==> src/rtl/wca_rf_seq.sv <==
// wca_rf_seq: ordered RF front-end power-up/power-down sequencer
module wca_rf_seq #(
  parameter int CNT_W = 16,
  parameter int CAL_LEN = 1024,
  parameter int DIS_DLY = 4
) (
  input  logic             clock,
  input  logic             reset,
  input  logic             enable,
  input  logic             req_rx1,
  input  logic             req_rx2,
  input  logic             req_tx1,
  input  logic [CNT_W-1:0] clk_settle,
  input  logic [CNT_W-1:0] en_settle,
  output logic             rxclk_en,
  output logic             txclk_en,
  output logic             rf1_rxen,
  output logic             rf1_txen,
  output logic             rf2_rxen,
  output logic             dc_clear,
  output logic             rx_valid,
  output logic             tx_ready,
  output logic             busy,
  output logic [2:0]       state
);
  typedef enum logic [2:0] {IDLE, CLK_ON, EN_ON, CAL, RUN, DIS_EN, CLK_OFF} state_t;
  localparam logic [CNT_W-1:0] CAL_INIT = CNT_W'(CAL_LEN - 1);
  localparam logic [CNT_W-1:0] DIS_INIT = CNT_W'(DIS_DLY - 1);
  state_t cur, nxt;
  logic [2:0] cfg, cfg_nxt, req;
  logic [CNT_W-1:0] cnt, cnt_nxt;
  logic clk_on, en_on, run;
  assign req = {req_tx1, req_rx2, req_rx1};
  assign state = cur;
  always_comb begin
    nxt = cur;
    cfg_nxt = cfg;
    cnt_nxt = cnt - CNT_W'(1);
    if (!enable) begin
      nxt = IDLE;
      cfg_nxt = '0;
      cnt_nxt = '0;
    end else begin
      case (cur)
        IDLE: begin
          cnt_nxt = cnt;
          if (req != '0) begin
            nxt = CLK_ON;
            cfg_nxt = req;
            cnt_nxt = clk_settle;
          end
        end
        CLK_ON: if (req != cfg) begin
          nxt = DIS_EN;
          cnt_nxt = DIS_INIT;
        end else if (cnt == '0) begin
          nxt = EN_ON;
          cnt_nxt = en_settle;
        end
        EN_ON: if (req != cfg) begin
          nxt = DIS_EN;
          cnt_nxt = DIS_INIT;
        end else if (cnt == '0) begin
          nxt = CAL;
          cnt_nxt = CAL_INIT;
        end
        CAL: if (req != cfg) begin
          nxt = DIS_EN;
          cnt_nxt = DIS_INIT;
        end else if (cnt == '0) begin
          nxt = RUN;
        end
        RUN: if (req != cfg) begin
          nxt = DIS_EN;
          cnt_nxt = DIS_INIT;
        end else begin
          cnt_nxt = cnt;
        end
        DIS_EN: if (cnt == '0) begin
          nxt = CLK_OFF;
          cnt_nxt = DIS_INIT;
        end
        CLK_OFF: if (cnt == '0) begin
          nxt = IDLE;
        end
        default: nxt = IDLE;
      endcase
    end
    clk_on = nxt == CLK_ON || nxt == EN_ON || nxt == CAL || nxt == RUN || nxt == DIS_EN;
    en_on = nxt == EN_ON || nxt == CAL || nxt == RUN;
    run = nxt == RUN;
  end
  always_ff @(posedge clock) begin
    if (reset) begin
      cur <= IDLE;
      cfg <= '0;
      cnt <= '0;
      rxclk_en <= 1'b0;
      txclk_en <= 1'b0;
      rf1_rxen <= 1'b0;
      rf1_txen <= 1'b0;
      rf2_rxen <= 1'b0;
      dc_clear <= 1'b0;
      rx_valid <= 1'b0;
      tx_ready <= 1'b0;
      busy <= 1'b0;
    end else begin
      cur <= nxt;
      cfg <= cfg_nxt;
      cnt <= cnt_nxt;
      rxclk_en <= clk_on & (cfg_nxt[0] | cfg_nxt[1]);
      txclk_en <= clk_on & cfg_nxt[2];
      rf1_rxen <= en_on & cfg_nxt[0];
      rf2_rxen <= en_on & cfg_nxt[1];
      rf1_txen <= en_on & cfg_nxt[2];
      dc_clear <= nxt == CAL && cur != CAL;
      rx_valid <= run & (cfg_nxt[0] | cfg_nxt[1]);
      tx_ready <= run & cfg_nxt[2];
      busy <= nxt != IDLE && nxt != RUN;
    end
  end
endmodule

==> config.mk <==
export PLATFORM = sky130hd
export DESIGN_NAME = wca_rf_seq
export DESIGN_NICKNAME = d
export VERILOG_FILES = /design/src/rtl/wca_rf_seq.sv
export SDC_FILE = /design/constraint.sdc
export NUM_CORES = 1
export LEC_CHECK = 0
export ABC_AREA = 1
export CORE_MARGIN = 2
export CORE_UTILIZATION = 30
export CTS_BUF_LIST = sky130_fd_sc_hd__clkbuf_4 sky130_fd_sc_hd__clkbuf_8
export DETAILED_ROUTE_END_ITERATION = 16
export MAX_ROUTING_LAYER = met4
export REMOVE_ABC_BUFFERS = 1
export SLEW_MARGIN = 40
export SYNTH_ARGS = -nofsm -noshare
export SYNTH_HDL_FRONTEND = slang
export SYNTH_SLANG_ARGS = --single-unit
==> constraint.sdc <==
create_clock -name clock -period 2.1 [get_ports clock]
set_input_delay 0.42 -clock clock [delete_from_list [all_inputs] [get_ports clock]]
set_output_delay 0.42 -clock clock [all_outputs]
set_load 0.01 [all_outputs]
==> results.txt <==
routability cong. = 0.875
average vias per placed instance = 4.70
Hold Crit Class = reg2reg
Peak VDD IR = 0.345 mV
fin nets = 419
dpl ws = -0.0643 ns
Hold-fix buffers, CTS = 0
GRT Overall Usage = 15.1%
CTS tree = built
TNS Setup = 0 ns
crit end category = primary output
register area = 621 um^2
H-Tree Depth = 2
Area Growth Syn to Fin = 32.0%
num ports = 50
Setup Viol. Count Final = 0
hold path depth = 2
ant diodes = 0
initial antenna violation count = 0
synth warn = 0
max incr delay on CP = 0.54 ns
CTS resizes = 0
Routed WL per cell = 12.0 um
Post-DP HPWL = 4490 um
pin count of the biggest net entering global routing = 25
gr ovfl total = 0
Pwr per Cell Area = 567 nW/um^2
register area share after synthesis = 27.8%
transition time of the tightest slew-check pin = 0.367 ns
die area = 8160 um^2
Buf+Inv Stages, Crit Path = 2
I/O Buffers = 49
Die Width = 90.3 um
outcome = complete, no violations
Clk Latency, worst-skew pair = 0.28 ns
1st-pass router iterations = 4
vias in the first global route = 2236
area of the multi-input gates = 1390 um^2
worst setup path class = reg2out
clk_skew = 0.00744 ns
Cell variety after synth = 37
layout cells sized above 1 = 16.6%
Gate power share = 29.4%
CP arrival = 1.57 ns
# rows = 31
hold violation count in the final report = 0
r2r startpoint = cnt[0]
CP max stage cell = clkdlybuf4s50_1
Die Height = 90.3 um
Rel. slew slack = 75.5%
Psw = 0.000522 W
clock-pin transition on the worst setup and hold timing paths = 0.07 ns
Routed Antenna Nets = 0
post-synthesis cell count = 324
largest fanout on the critical path = 8
WL final = 5760 um
Iter 0 DRT Violations = 100
Post-CTS Setup Bufs = 0
Period minus WS final = 1.99 ns
starting density of the core = 30.8%
final core occ = 40.7%
# DRC = 0
Sw Share = 31.2%
reg-to-reg endpoint = rf1_rxen
required time of the critical path = 1.68 ns
CTS Buffer Depth = 2
fin crit share = 94.6%
FF-to-FF path depth = 12
root buf cell = clkbuf_8
Max Clk Rate = 503 MHz
Mean Syn Cell Area = 6.90 um^2
CTS buffer count = 5
Setup crit start kind = flip-flop
P_int = 0.00115 W
core area = 7250 um^2
flop and latch count out of synthesis = 31
Num Clock Sinks = 31
LEAKAGE = 1.28 nW
Top delay family on crit path = buffers and inverters
Seq pwr share = 38.7%
# fillers = 787
Final Max Slew Viols = 0
via count = 2250
Worst Hold Path EP = cnt[0]
Syn Std Cell Area = 2240 um^2
first-pass GRT wire length = 10100 um
post-route setup slack = 0.114 ns
RSZ-0062 raised after global routing = no
MaxCap Viol Count = 0
R2R setup slack = 0.24 ns
Clk pwr share = 31.8%
hold path start = cnt[0]
CP Cell Sequence = buf_4 -> clkdlybuf4s50_1
Yosys cell counts (all sizes together):
cell	count	area share, %
a21oi	19	4.6
ha	2	1.1
nor3	3	1.1
a31oi	7	2.0
buf	7	2.9
nor4	2	0.56
nand3	23	7.1
xor2	9	3.5
clkbuf	1	0.17
inv	40	6.9
o211ai	1	0.34
dfxtp	31	28
nand2	76	14
o21bai	1	0.34
nand4	2	0.56
a22oi	8	2.7
nor2	54	13
a211oi	6	2.0
xnor2	6	2.7
o21ai	25	6.8
o21a	1	0.34
sequential cells by signal, summed over array words and instances, names as in the netlist:
| signal | flops |
|---|---|
| busy | 1 |
| cfg | 3 |
| cnt | 16 |
| dc_clear | 1 |
| rf1_rxen | 1 |
| rf1_txen | 1 |
| rf2_rxen | 1 |
| rx_valid | 1 |
| rxclk_en | 1 |
| state | 3 |
| tx_ready | 1 |
| txclk_en | 1 |
logic make-up (layout without fill, tap and decap cells):
logic type / count (synthesis) / in the layout / synth area share, %
and+or+nand+nor: 160 / 160 / 35.9
xor gates and xnor gates: 15 / 15 / 6.21
adders and majority gates: 2 / 2 / 1.12
buffers and inverters: 48 / 104 / 10.0
DFF: 31 / 31 / 27.8
AOI/OAI and AO/OA: 68 / 68 / 19.0
cell type report:
type,count,area share (%)
Clock buffer,8,3.52
Inverter,40,5.26
Multi-Input combinational cell,245,47.2
Sequential cell,31,21.0
Tap cell,99,4.20
Timing Repair Buffer,56,18.8
worst max path at each step:
stage	start	end	slack [ns]	depth (start not counted)
2_1_floorplan	state[2]	rxclk_en	0.33	11
4_1_cts	state[0]	state[0]	0.10	2
3_5_place_dp	req_rx2	cnt[14]	-0.06	10
3_3_place_gp	req_rx2	cnt[9]	-0.02	10
5_1_grt	req_rx2	cnt[10]	0.01	10
6_report	state[0]	state[0]	0.11	2
cells in the final DEF (no fill, tap or decap), drive strengths merged, types with 9 or more instances in the layout:
cell           netlist  layout
o21ai               25      25
nand2               76      76
a21oi               19      19
dfxtp               31      31
nor2                54      54
xor2                 9       9
clkdlybuf4s50        0      49
nand3               23      23
inv                 40      40
routing by layer:
layer / share of wire, % / vias to the layer above / global-route usage (%)
met2: 49 / 49 / 25.6
met1: 46 / 1022 / 18.5
met5: 0 / - / -
met4: 0.76 / 0 / 2.82
met3: 3.9 / 8 / 3.51
li1: - / 1171 / -
worst reg2reg max path: stages, from the launching register on:
cell and delay, ns:
dfxtp_1 0.32, inv_1 0.10, ha_1 0.15, nand2_1 0.06, nor2_2 0.14, nand2_2 0.21
nand2_1 0.17, nand2_1 0.06, nor2_1 0.10, nand2_1 0.08, nand2_1 0.09, nand3_2 0.14
a21oi_1 0.15
power groups by stage:
stage                     Sequential [W]  Combinational [W]  Clock, W
after CTS                       0.000648           0.000497  0.000542
after detailed placement        0.000661           0.000494         0
after global placement          0.000661           0.000490         0
final                           0.000648           0.000492  0.000533
after global routing            0.000652           0.000548  0.000578
after floorplan                 0.000662           0.000319         0
per-stage QoR:
stage | hold WS [ns] | cells | area (um^2) | power (W)
global route | 0.523 | 479 | 2950 | 0.00178
detailed placement | 0.495 | 471 | 2850 | 0.00115
finish | 0.505 | 479 | 2950 | 0.00167
global placement | 0.493 | 471 | 2850 | 0.00115
CTS | 0.504 | 479 | 2950 | 0.00169
floorplan | 0.466 | 316 | 2170 | 0.000981
Note: power is estimated with default switching activity, not from simulation.
